### config.mk
export PLATFORM = sky130hd
export DESIGN_NAME = score_display_ctrl
export DESIGN_NICKNAME = d
export VERILOG_FILES = /design/src/rtl/display_pkg.sv /design/src/rtl/seg7_digit.sv /design/src/rtl/score_display_ctrl.sv
export SDC_FILE = /design/constraint.sdc
export NUM_CORES = 1
export LEC_CHECK = 0
export BUFFER_PORTS_ARGS = -buffer_cell sky130_fd_sc_hd__buf_2
export CAP_MARGIN = 10
export CORE_ASPECT_RATIO = 0.8
export CORE_MARGIN = 2
export CORE_UTILIZATION = 45
export DETAILED_ROUTE_END_ITERATION = 10
export PLACE_DENSITY_LB_ADDON = 0.1
export SLEW_MARGIN = 40
export SYNTH_ARGS = -nofsm -noshare
export SYNTH_HDL_FRONTEND = slang
export SYNTH_HIERARCHICAL = 1
export SYNTH_SLANG_ARGS = --single-unit
### constraint.sdc
create_clock -name clock -period 1.85 [get_ports clock]
set_input_delay 0.0925 -clock clock [delete_from_list [all_inputs] [get_ports clock]]
set_output_delay 0.0925 -clock clock [all_outputs]
set_load 0.05 [all_outputs]
### src/rtl/display_pkg.sv
// -----------------------------------------------------------------------------
// display_pkg
// Shared definitions for the score display controller:
//   - active-low 7-segment encodings (bit order gfedcba) for 0..9 and blank
//   - controller FSM state encoding
//   - number of BCD digits produced per channel
// -----------------------------------------------------------------------------
package display_pkg;

    localparam int BCD_DIGITS = 3;

    localparam logic [6:0] SEG_0     = 7'b100_0000;
    localparam logic [6:0] SEG_1     = 7'b111_1001;
    localparam logic [6:0] SEG_2     = 7'b010_0100;
    localparam logic [6:0] SEG_3     = 7'b011_0000;
    localparam logic [6:0] SEG_4     = 7'b001_1001;
    localparam logic [6:0] SEG_5     = 7'b001_0010;
    localparam logic [6:0] SEG_6     = 7'b000_0010;
    localparam logic [6:0] SEG_7     = 7'b111_1000;
    localparam logic [6:0] SEG_8     = 7'b000_0000;
    localparam logic [6:0] SEG_9     = 7'b001_0000;
    localparam logic [6:0] SEG_BLANK = 7'b111_1111;

    typedef enum logic [1:0] {
        IDLE  = 2'd0,
        SHIFT = 2'd1,
        DONE  = 2'd2
    } state_t;

endpackage

### src/rtl/seg7_digit.sv
// -----------------------------------------------------------------------------
// seg7_digit
// Combinational BCD digit to active-low 7-segment mapper.
// Ports:
//   digit  in   4  BCD digit code; codes above 9 display blank
//   blank  in   1  force the digit dark
//   seg    out  7  active-low segments, bit order gfedcba
// -----------------------------------------------------------------------------
module seg7_digit
    import display_pkg::*;
(
    input  logic [3:0] digit,
    input  logic       blank,
    output logic [6:0] seg
);

    always_comb begin
        seg = SEG_BLANK;
        if (!blank) begin
            case (digit)
                4'd0:    seg = SEG_0;
                4'd1:    seg = SEG_1;
                4'd2:    seg = SEG_2;
                4'd3:    seg = SEG_3;
                4'd4:    seg = SEG_4;
                4'd5:    seg = SEG_5;
                4'd6:    seg = SEG_6;
                4'd7:    seg = SEG_7;
                4'd8:    seg = SEG_8;
                4'd9:    seg = SEG_9;
                default: seg = SEG_BLANK;
            endcase
        end
    end

endmodule

### src/rtl/score_display_ctrl.sv
// -----------------------------------------------------------------------------
// score_display_ctrl
// Two requesters share one sequential shift-add-3 binary-to-BCD converter.
// Requests are granted round-robin; each finished conversion is written into
// that channel's three digit registers, which drive the HEX displays.
//
// Ports:
//   clock   in   1      system clock
//   reset   in   1      synchronous, active-high reset
//   req     in   2      level-sensitive conversion request per channel
//   value0  in   WIDTH  channel 0 binary value, sampled at grant
//   value1  in   WIDTH  channel 1 binary value, sampled at grant
//   ack     out  2      one-cycle pulse when a channel's digits were updated
//   busy    out  1      high while a conversion is in progress
//   hex0..2 out  7      channel 0 ones / tens / hundreds segments (active-low)
//   hex3..5 out  7      channel 1 ones / tens / hundreds segments (active-low)
//
// Build option: define SCORE_DISPLAY_BLANK_LEADING_EN to blank leading zeros
// (hundreds blank when 0, tens blank when hundreds and tens are both 0).
// -----------------------------------------------------------------------------
module score_display_ctrl
    import display_pkg::*;
#(
    parameter int WIDTH = 8
) (
    input  logic             clock,
    input  logic             reset,
    input  logic [1:0]       req,
    input  logic [WIDTH-1:0] value0,
    input  logic [WIDTH-1:0] value1,
    output logic [1:0]       ack,
    output logic             busy,
    output logic [6:0]       hex0,
    output logic [6:0]       hex1,
    output logic [6:0]       hex2,
    output logic [6:0]       hex3,
    output logic [6:0]       hex4,
    output logic [6:0]       hex5
);

    localparam int BCD_W = 4 * BCD_DIGITS;
    localparam int CNT_W = (WIDTH < 2) ? 1 : $clog2(WIDTH);
    localparam int NUM_DIGITS = 2 * BCD_DIGITS;

    state_t             state_reg, state_next;
    logic               ptr_reg, ptr_next;
    logic               ch_reg, ch_next;
    logic [WIDTH-1:0]   bin_reg, bin_next;
    logic [BCD_W-1:0]   bcd_reg, bcd_next;
    logic [CNT_W-1:0]   cnt_reg, cnt_next;
    logic [3:0]         digit_reg [NUM_DIGITS];

    logic               grant;
    logic               digit_we;
    logic [BCD_W-1:0]   bcd_adj;
    logic [BCD_W-1:0]   bcd_shift;
    logic               unused_bcd_msb;
    logic [6:0]         seg [NUM_DIGITS];
    logic               blank [NUM_DIGITS];

    // Add-3 correction on every nibble that would overflow when doubled.
    for (genvar gi = 0; gi < BCD_DIGITS; gi++) begin : g_adj
        assign bcd_adj[4*gi +: 4] = (bcd_reg[4*gi +: 4] >= 4'd5)
                                  ? bcd_reg[4*gi +: 4] + 4'd3
                                  : bcd_reg[4*gi +: 4];
    end

    // One shift-add-3 iteration: the binary MSB enters the BCD LSB. With at
    // most 9 input bits the hundreds digit never exceeds 5, so the top bit of
    // the corrected accumulator is always zero and is dropped.
    assign bcd_shift      = {bcd_adj[BCD_W-2:0], bin_reg[WIDTH-1]};
    assign unused_bcd_msb = bcd_adj[BCD_W-1];

    // With both channels requesting, the pointer decides; otherwise the only
    // requester wins (req[1] alone selects channel 1).
    assign grant = (req[0] && req[1]) ? ptr_reg : req[1];

    always_ff @(posedge clock) begin
        if (reset) begin
            state_reg <= IDLE;
            ptr_reg   <= 1'b0;
            ch_reg    <= 1'b0;
            bin_reg   <= '0;
            bcd_reg   <= '0;
            cnt_reg   <= '0;
        end else begin
            state_reg <= state_next;
            ptr_reg   <= ptr_next;
            ch_reg    <= ch_next;
            bin_reg   <= bin_next;
            bcd_reg   <= bcd_next;
            cnt_reg   <= cnt_next;
        end
    end

    always_comb begin
        state_next = state_reg;
        ptr_next   = ptr_reg;
        ch_next    = ch_reg;
        bin_next   = bin_reg;
        bcd_next   = bcd_reg;
        cnt_next   = cnt_reg;
        digit_we   = 1'b0;
        ack        = 2'b00;
        case (state_reg)
            IDLE: begin
                if (|req) begin
                    state_next = SHIFT;
                    ch_next    = grant;
                    ptr_next   = ~grant;
                    bin_next   = grant ? value1 : value0;
                    bcd_next   = '0;
                    cnt_next   = '0;
                end
            end
            SHIFT: begin
                bcd_next = bcd_shift;
                bin_next = bin_reg << 1;
                cnt_next = cnt_reg + 1'b1;
                if (cnt_reg == CNT_W'(WIDTH - 1)) begin
                    // Final iteration: the shifted value is the finished result.
                    digit_we   = 1'b1;
                    cnt_next   = '0;
                    state_next = DONE;
                end
            end
            DONE: begin
                ack[ch_reg] = 1'b1;
                state_next  = IDLE;
            end
            default: state_next = IDLE;
        endcase
    end

    assign busy = (state_reg != IDLE);

    // Digit storage: index = channel*3 + position (0 ones, 1 tens, 2 hundreds).
    // Only the granted channel's digits are written.
    for (genvar gi = 0; gi < NUM_DIGITS; gi++) begin : g_digit
        localparam int CH  = gi / BCD_DIGITS;
        localparam int POS = gi % BCD_DIGITS;

        always_ff @(posedge clock) begin
            if (reset) begin
                digit_reg[gi] <= 4'd0;
            end else if (digit_we && (ch_reg == 1'(CH))) begin
                digit_reg[gi] <= bcd_shift[4*POS +: 4];
            end
        end

`ifdef SCORE_DISPLAY_BLANK_LEADING_EN
        if (POS == 2) begin : g_blank_hund
            assign blank[gi] = (digit_reg[gi] == 4'd0);
        end else if (POS == 1) begin : g_blank_tens
            assign blank[gi] = (digit_reg[gi] == 4'd0) && (digit_reg[gi+1] == 4'd0);
        end else begin : g_blank_ones
            assign blank[gi] = 1'b0;
        end
`else
        assign blank[gi] = 1'b0;
`endif

        seg7_digit u_seg (
            .digit (digit_reg[gi]),
            .blank (blank[gi]),
            .seg   (seg[gi])
        );
    end

    assign hex0 = seg[0];
    assign hex1 = seg[1];
    assign hex2 = seg[2];
    assign hex3 = seg[3];
    assign hex4 = seg[4];
    assign hex5 = seg[5];

endmodule
---- Yosys cells after proc, flatten, opt, wreduce, memory -nomap -nowiden ----
Memory sizes are Yosys's and may differ from the RTL's.
Index checks and enable logic that the tools add are counted.
storage, ports and cells
  memories kept ........................... 7
  input bits .............................. 20
  logic and storage cells ................. 80
  flip-flop bits (word level) ............. 27
  ROM bits ................................ 672
  bits in writable memories ............... 24
cells by class
  add/sub/neg operators ................... 4
  bitwise gates (word level) .............. 8
  reduce and logical (&&, ||, !) cells .... 11
  eq/ne operators ......................... 5
  $lt $le $gt $ge ......................... 5
  muxes and demuxes ....................... 34
memory list
  memory            depth  bits a word  rd ports  clocked after Yosys merged registers in  write ports  RTL line          text
  (name not given)  16     7            1         0                                        0            seg7_digit.sv:20  case (digit)
  (name not given)  16     7            1         0                                        0            seg7_digit.sv:20
  (name not given)  16     7            1         0                                        0            seg7_digit.sv:20
  (name not given)  16     7            1         0                                        0            seg7_digit.sv:20
  (name not given)  16     7            1         0                                        0            seg7_digit.sv:20
  (name not given)  16     7            1         0                                        0            seg7_digit.sv:20
  1 more memories   --     --           --        --                                       --           --
operators by type and width
  cell                 count
  $mux 4               8
  $pmux 12 s2          1
  $mux 8               2
  $pmux 8 s2           1
  $ge 4x3->1 const B   3
  $mux 1               12
  $mux 12              1
  $mux 3               3
  $add 4x2->4 const B  2
  $mux 2               3
  $or 1x1->1           6
  $pmux 3 s2           1
  $reduce_and 2->1     3
  $logic_and 1x1->1    4
  $ne 2x2->1 const B   2
  $pmux 2 s2           1
  $reduce_bool 2->1    2
  $add 3x1->3 const B  1
  $add 3x2->3 const B  1
  $eq 3x3->1 const B   1
  $eq 2x1->1 const B   1
  $eq 2x2->1 const B   1
  $logic_not 2->1      1
  $lt 1x2->1 const B   1
  4 further kinds      5

---- Longest topological paths before layout ----
  depth after elaboration ................. 8
  depth in mapped cells ................... 7

---- Hierarchy ----
Netlist, hierarchy kept.
by module, submodules not included
  module                              instances  cells an instance  area an instance (µm²)  seq. area each (µm²)
  score_display_ctrl                  1          210                2,269.7                 1,261.2
  seg7_digit at g_digit[3].u_seg ...  3          33                 235.2                   0.0
  seg7_digit at g_digit[0].u_seg ...  2          33                 236.5                   0.0
  seg7_digit at g_digit[2].u_seg      1          35                 252.7                   0.0

---- Worst setup path after synthesis ----
Ideal clock, no wire load.
  path type ............................... reg-to-output
  from .................................... memory digit_reg[3][1]
  to ...................................... output hex3[4]
  data required time ...................... 1.757 ns
  slack ................................... -0.135 ns
  cell stages (with the launch flop) ...... 6
  path buffers ............................ 0
  arrival time ............................ 1.893 ns
  cell sequence ........................... edfxtp_1 inv_1 ha_1 nand2_1 o21ai_0 o21ai_0
RTL lines
  item             RTL line                  text
  start, declared  score_display_ctrl.sv:51  logic [3:0] digit_reg [NUM_DIGITS];
  end, declared    score_display_ctrl.sv:36  output logic [6:0] hex3,

==> flow_metrics.py <==
metrics = {
    "run_status": {
        "status": "completed",
    },
    "clock_network": {
        "cts_tree": "yes",
        "cts.path.max_buffers": 2,
        "clk_pin_slew_ps": 90,
        "cts_sinks": 51,
        "htreeDepth": 2,
        "clkLatencyLatePin_ps": 300,
        "cts_made_buffers": 5,
        "cts_root_buffer": "clkbuf_8",
    },
    "cells_and_area": {
        "final_cell_mix": "buf_2, a21oi_1, nor2_1, conb_1, ha_1",
        "drive_gt1_frac": 0.2377,
        "fillers": 763,
        "area_growth_pct": 20.76,
        "nets": 587,
        "antenna_cells": 0,
        "fin_cells": 638,
        "multi_input_comb_area_sq_um": 2344,
        "ff_latch_area_sq_um": 1261,
        "largest_register_ffs": 24,
        "final_common_cell": "buf_2",
        "post-route-util": 0.5624,
    },
    "place": {
        "post-dp-hpwl_um": 5401,
        "pre_cts_slack_ps": 139.7,
        "io_buffers": 64,
        "place_inst": 610,
        "gp_congestion": 0.7555,
    },
    "power": {
        "intPower_mw": 1.692,
        "leakage_nw": 1.905,
        "pwr_density_cell_nw_per_um2": 567.0,
        "p_switching_uw": 842.0,
        "power_frac_comb": 0.239,
        "ir_drop_mv": 0.3971,
        "power.share.clock": 0.261,
        "p_total_mw": 2.534,
        "seqPwrFrac": 0.500,
        "switching_share": 0.3323,
    },
    "detailed_routing": {
        "dr.pass1.iters": 4,
        "antenna_left": 0,
        "drt_iter0_drc": 117,
        "drc_errors": 0,
        "vias_per_cell": 4.846,
        "via_count": 3092,
        "postRouteWirelength_um": 7305,
        "wire_per_inst_um": 11.45,
    },
    "logic_synthesis": {
        "synth_area_leaders": "edfxtp_1, dfxtp_1, ha_1",
        "synth_top_area_frac": 0.1947,
        "synth_edf_count": 24,
        "postSynth.asyncResetShare": 0,
        "yosysTopAreaCell": "edfxtp_1",
        "yosys_warnings": 6,
        "ys.flop_type": "dfxtp_1",
        "synth_seq_cells": 51,
        "synth.avg_cell_area_sq_um": 9.027,
        "ys_seq_area_frac": 0.3408,
        "synthCells": 410,
        "synthesis.area_sq_um": 3701,
        "ys_types": 44,
    },
    "setup_path": {
        "worstPathRequired_ps": 1760,
        "arrival_ps": 1690,
        "cp-end-kind": "primary output",
        "cp_max_fo": 4,
        "startpoint_type": "flip-flop",
        "path_class": "flip-flop to primary output",
    },
    "sta": {
        "setup_violations": 0,
        "relSlewSlack": 0.6570,
        "fin_crit_ps": 1781,
        "finalSetupTns_ps": 0,
        "fmax_mhz": 561.4,
        "rsz0062_at_grt": "true",
        "timing.final.hold_violations": 0,
        "setup_ws_ps": 68.79,
        "slew_viol_final": 0,
        "fin_worst_skew_ps": 9.054,
        "period_share": 0.9628,
        "tightest_slew_ps": 511.1,
    },
    "global_route": {
        "antenna_found_initial": 0,
        "grt-ovfl-total": 0,
        "grt_pass1_wl_um": 12500,
        "grtUsageTotal": 0.1660,
        "grt_max_degree": 25,
        "grt_pass1_vias": 2829,
    },
    "die": {
        "die_area_sq_um": 8971,
        "ios": 65,
        "die_y_um": 85.12,
        "initial_core_util": 0.4658,
        "core-area_sq_um": 7946,
        "num_rows": 29,
        "die_w_um": 105.4,
    },
    "run": {
        "drv_cap": 0,
    },
    "hold_path": {
        "hold_path_class": "input port to flip-flop",
    },
}
-- layer usage --
metal	global-route usage	wire length, um	vias to the layer above
met2	0.2809	3450	48
met4	0.03273	15	0
met1	0.2260	3589	1400
li1	-	-	1642
met5	0	0	-
met3	0.02688	249	2
-- area by class of cell --
cell class,count,area share
clock buffers,5,0.01540
multi-input cells,354,0.5244
inverters,27,0.02268
flip-flops and latches,51,0.2822
well taps,108,0.03024
repair buffers,90,0.1193
clock inverters,3,0.005879
-- cell usage after synthesis (3+ instances only) --
| master | n |
|---|---|
| o2bb2ai_1 | 8 |
| a22oi_1 | 11 |
| nand2_1 | 14 |
| nor3_2 | 6 |
| nor3b_2 | 6 |
| xnor2_1 | 3 |
| o21ai_0 | 23 |
| o22ai_1 | 12 |
| nor3_1 | 10 |
| inv_1 | 27 |
| o21bai_1 | 8 |
| buf_6 | 9 |
| xor2_1 | 5 |
| nand3_1 | 3 |
| nand2b_1 | 21 |
| nor2_1 | 45 |
| buf_4 | 3 |
| dfxtp_1 | 27 |
| buf_2 | 3 |
| ha_1 | 38 |
| mux2_2 | 3 |
| nor2b_1 | 6 |
| o21ai_1 | 9 |
| nand2b_4 | 5 |
| nor3b_1 | 6 |
| edfxtp_1 | 24 |
| a21oi_1 | 47 |
| mux2i_1 | 8 |
-- stage by stage --
| step | hold WS [ps] | instance area, sq um |
|---|---|---|
| after floorplan | 176.4 | 3851 |
| after global placement | 372.8 | 4202 |
| after detailed placement | 381.4 | 4202 |
| after CTS | 59.62 | 4307 |
| after global routing | 65.23 | 4469 |
| final | 67.08 | 4469 |
-- power groups by stage --
stage / Sequential, mW / Clock [mW] / Combinational (mW)
finish: 1.27 / 0.661 / 0.607
CTS: 1.27 / 0.687 / 0.580
global route: 1.27 / 0.753 / 0.662
floorplan: 1.27 / 0 / 0.479
detailed placement: 1.30 / 0 / 0.575
global placement: 1.30 / 0 / 0.566
-- path summary, 6_finish.rpt --
check,startpoint,end,slack (ps),cells after the start
hold / removal,value1[7],bin_reg[7]$_SDFFE_PP0P_,70,3
hold reg to reg,ptr_reg$_SDFFE_PP0P_,ptr_reg$_SDFFE_PP0P_,480,2
setup / recovery,digit_reg[5][1]$_SDFFCE_PN0P_,hex5[2],70,6
setup reg to reg,bcd_reg[0]$_SDFFE_PP0P_,digit_reg[0][2]$_SDFFCE_PN0P_,200,6
-- timing repair --
action / in CTS / in global routing
gates cloned: 0 / 0
setup buffers: 0 / 20
setup endpoints to repair: 4 / 29
hold buffers: 0 / 0
gates resized for setup: 4 / 6
-- cell families after synthesis --
| logic type | share of synthesized area |
|---|---|
| AND/OR/NAND/NOR | 0.2113 |
| AO/OA/AOI/OAI | 0.2008 |
| flip-flops | 0.3408 |
| buffers and inverters | 0.06795 |
| adder cells (fa/ha/maj) | 0.1285 |
| multiplexers | 0.03076 |
| XOR/XNOR | 0.01893 |
| other | 0.001013 |
-- worst max-delay path, stage by stage, from the launching register on --
cell      delay (ps)
edfxtp_1         470
buf_4            180
ha_1             190
nor2b_1          130
o22ai_1          140
nand2b_1          70
buf_2            210
Power figures use the tool's default switching activity.
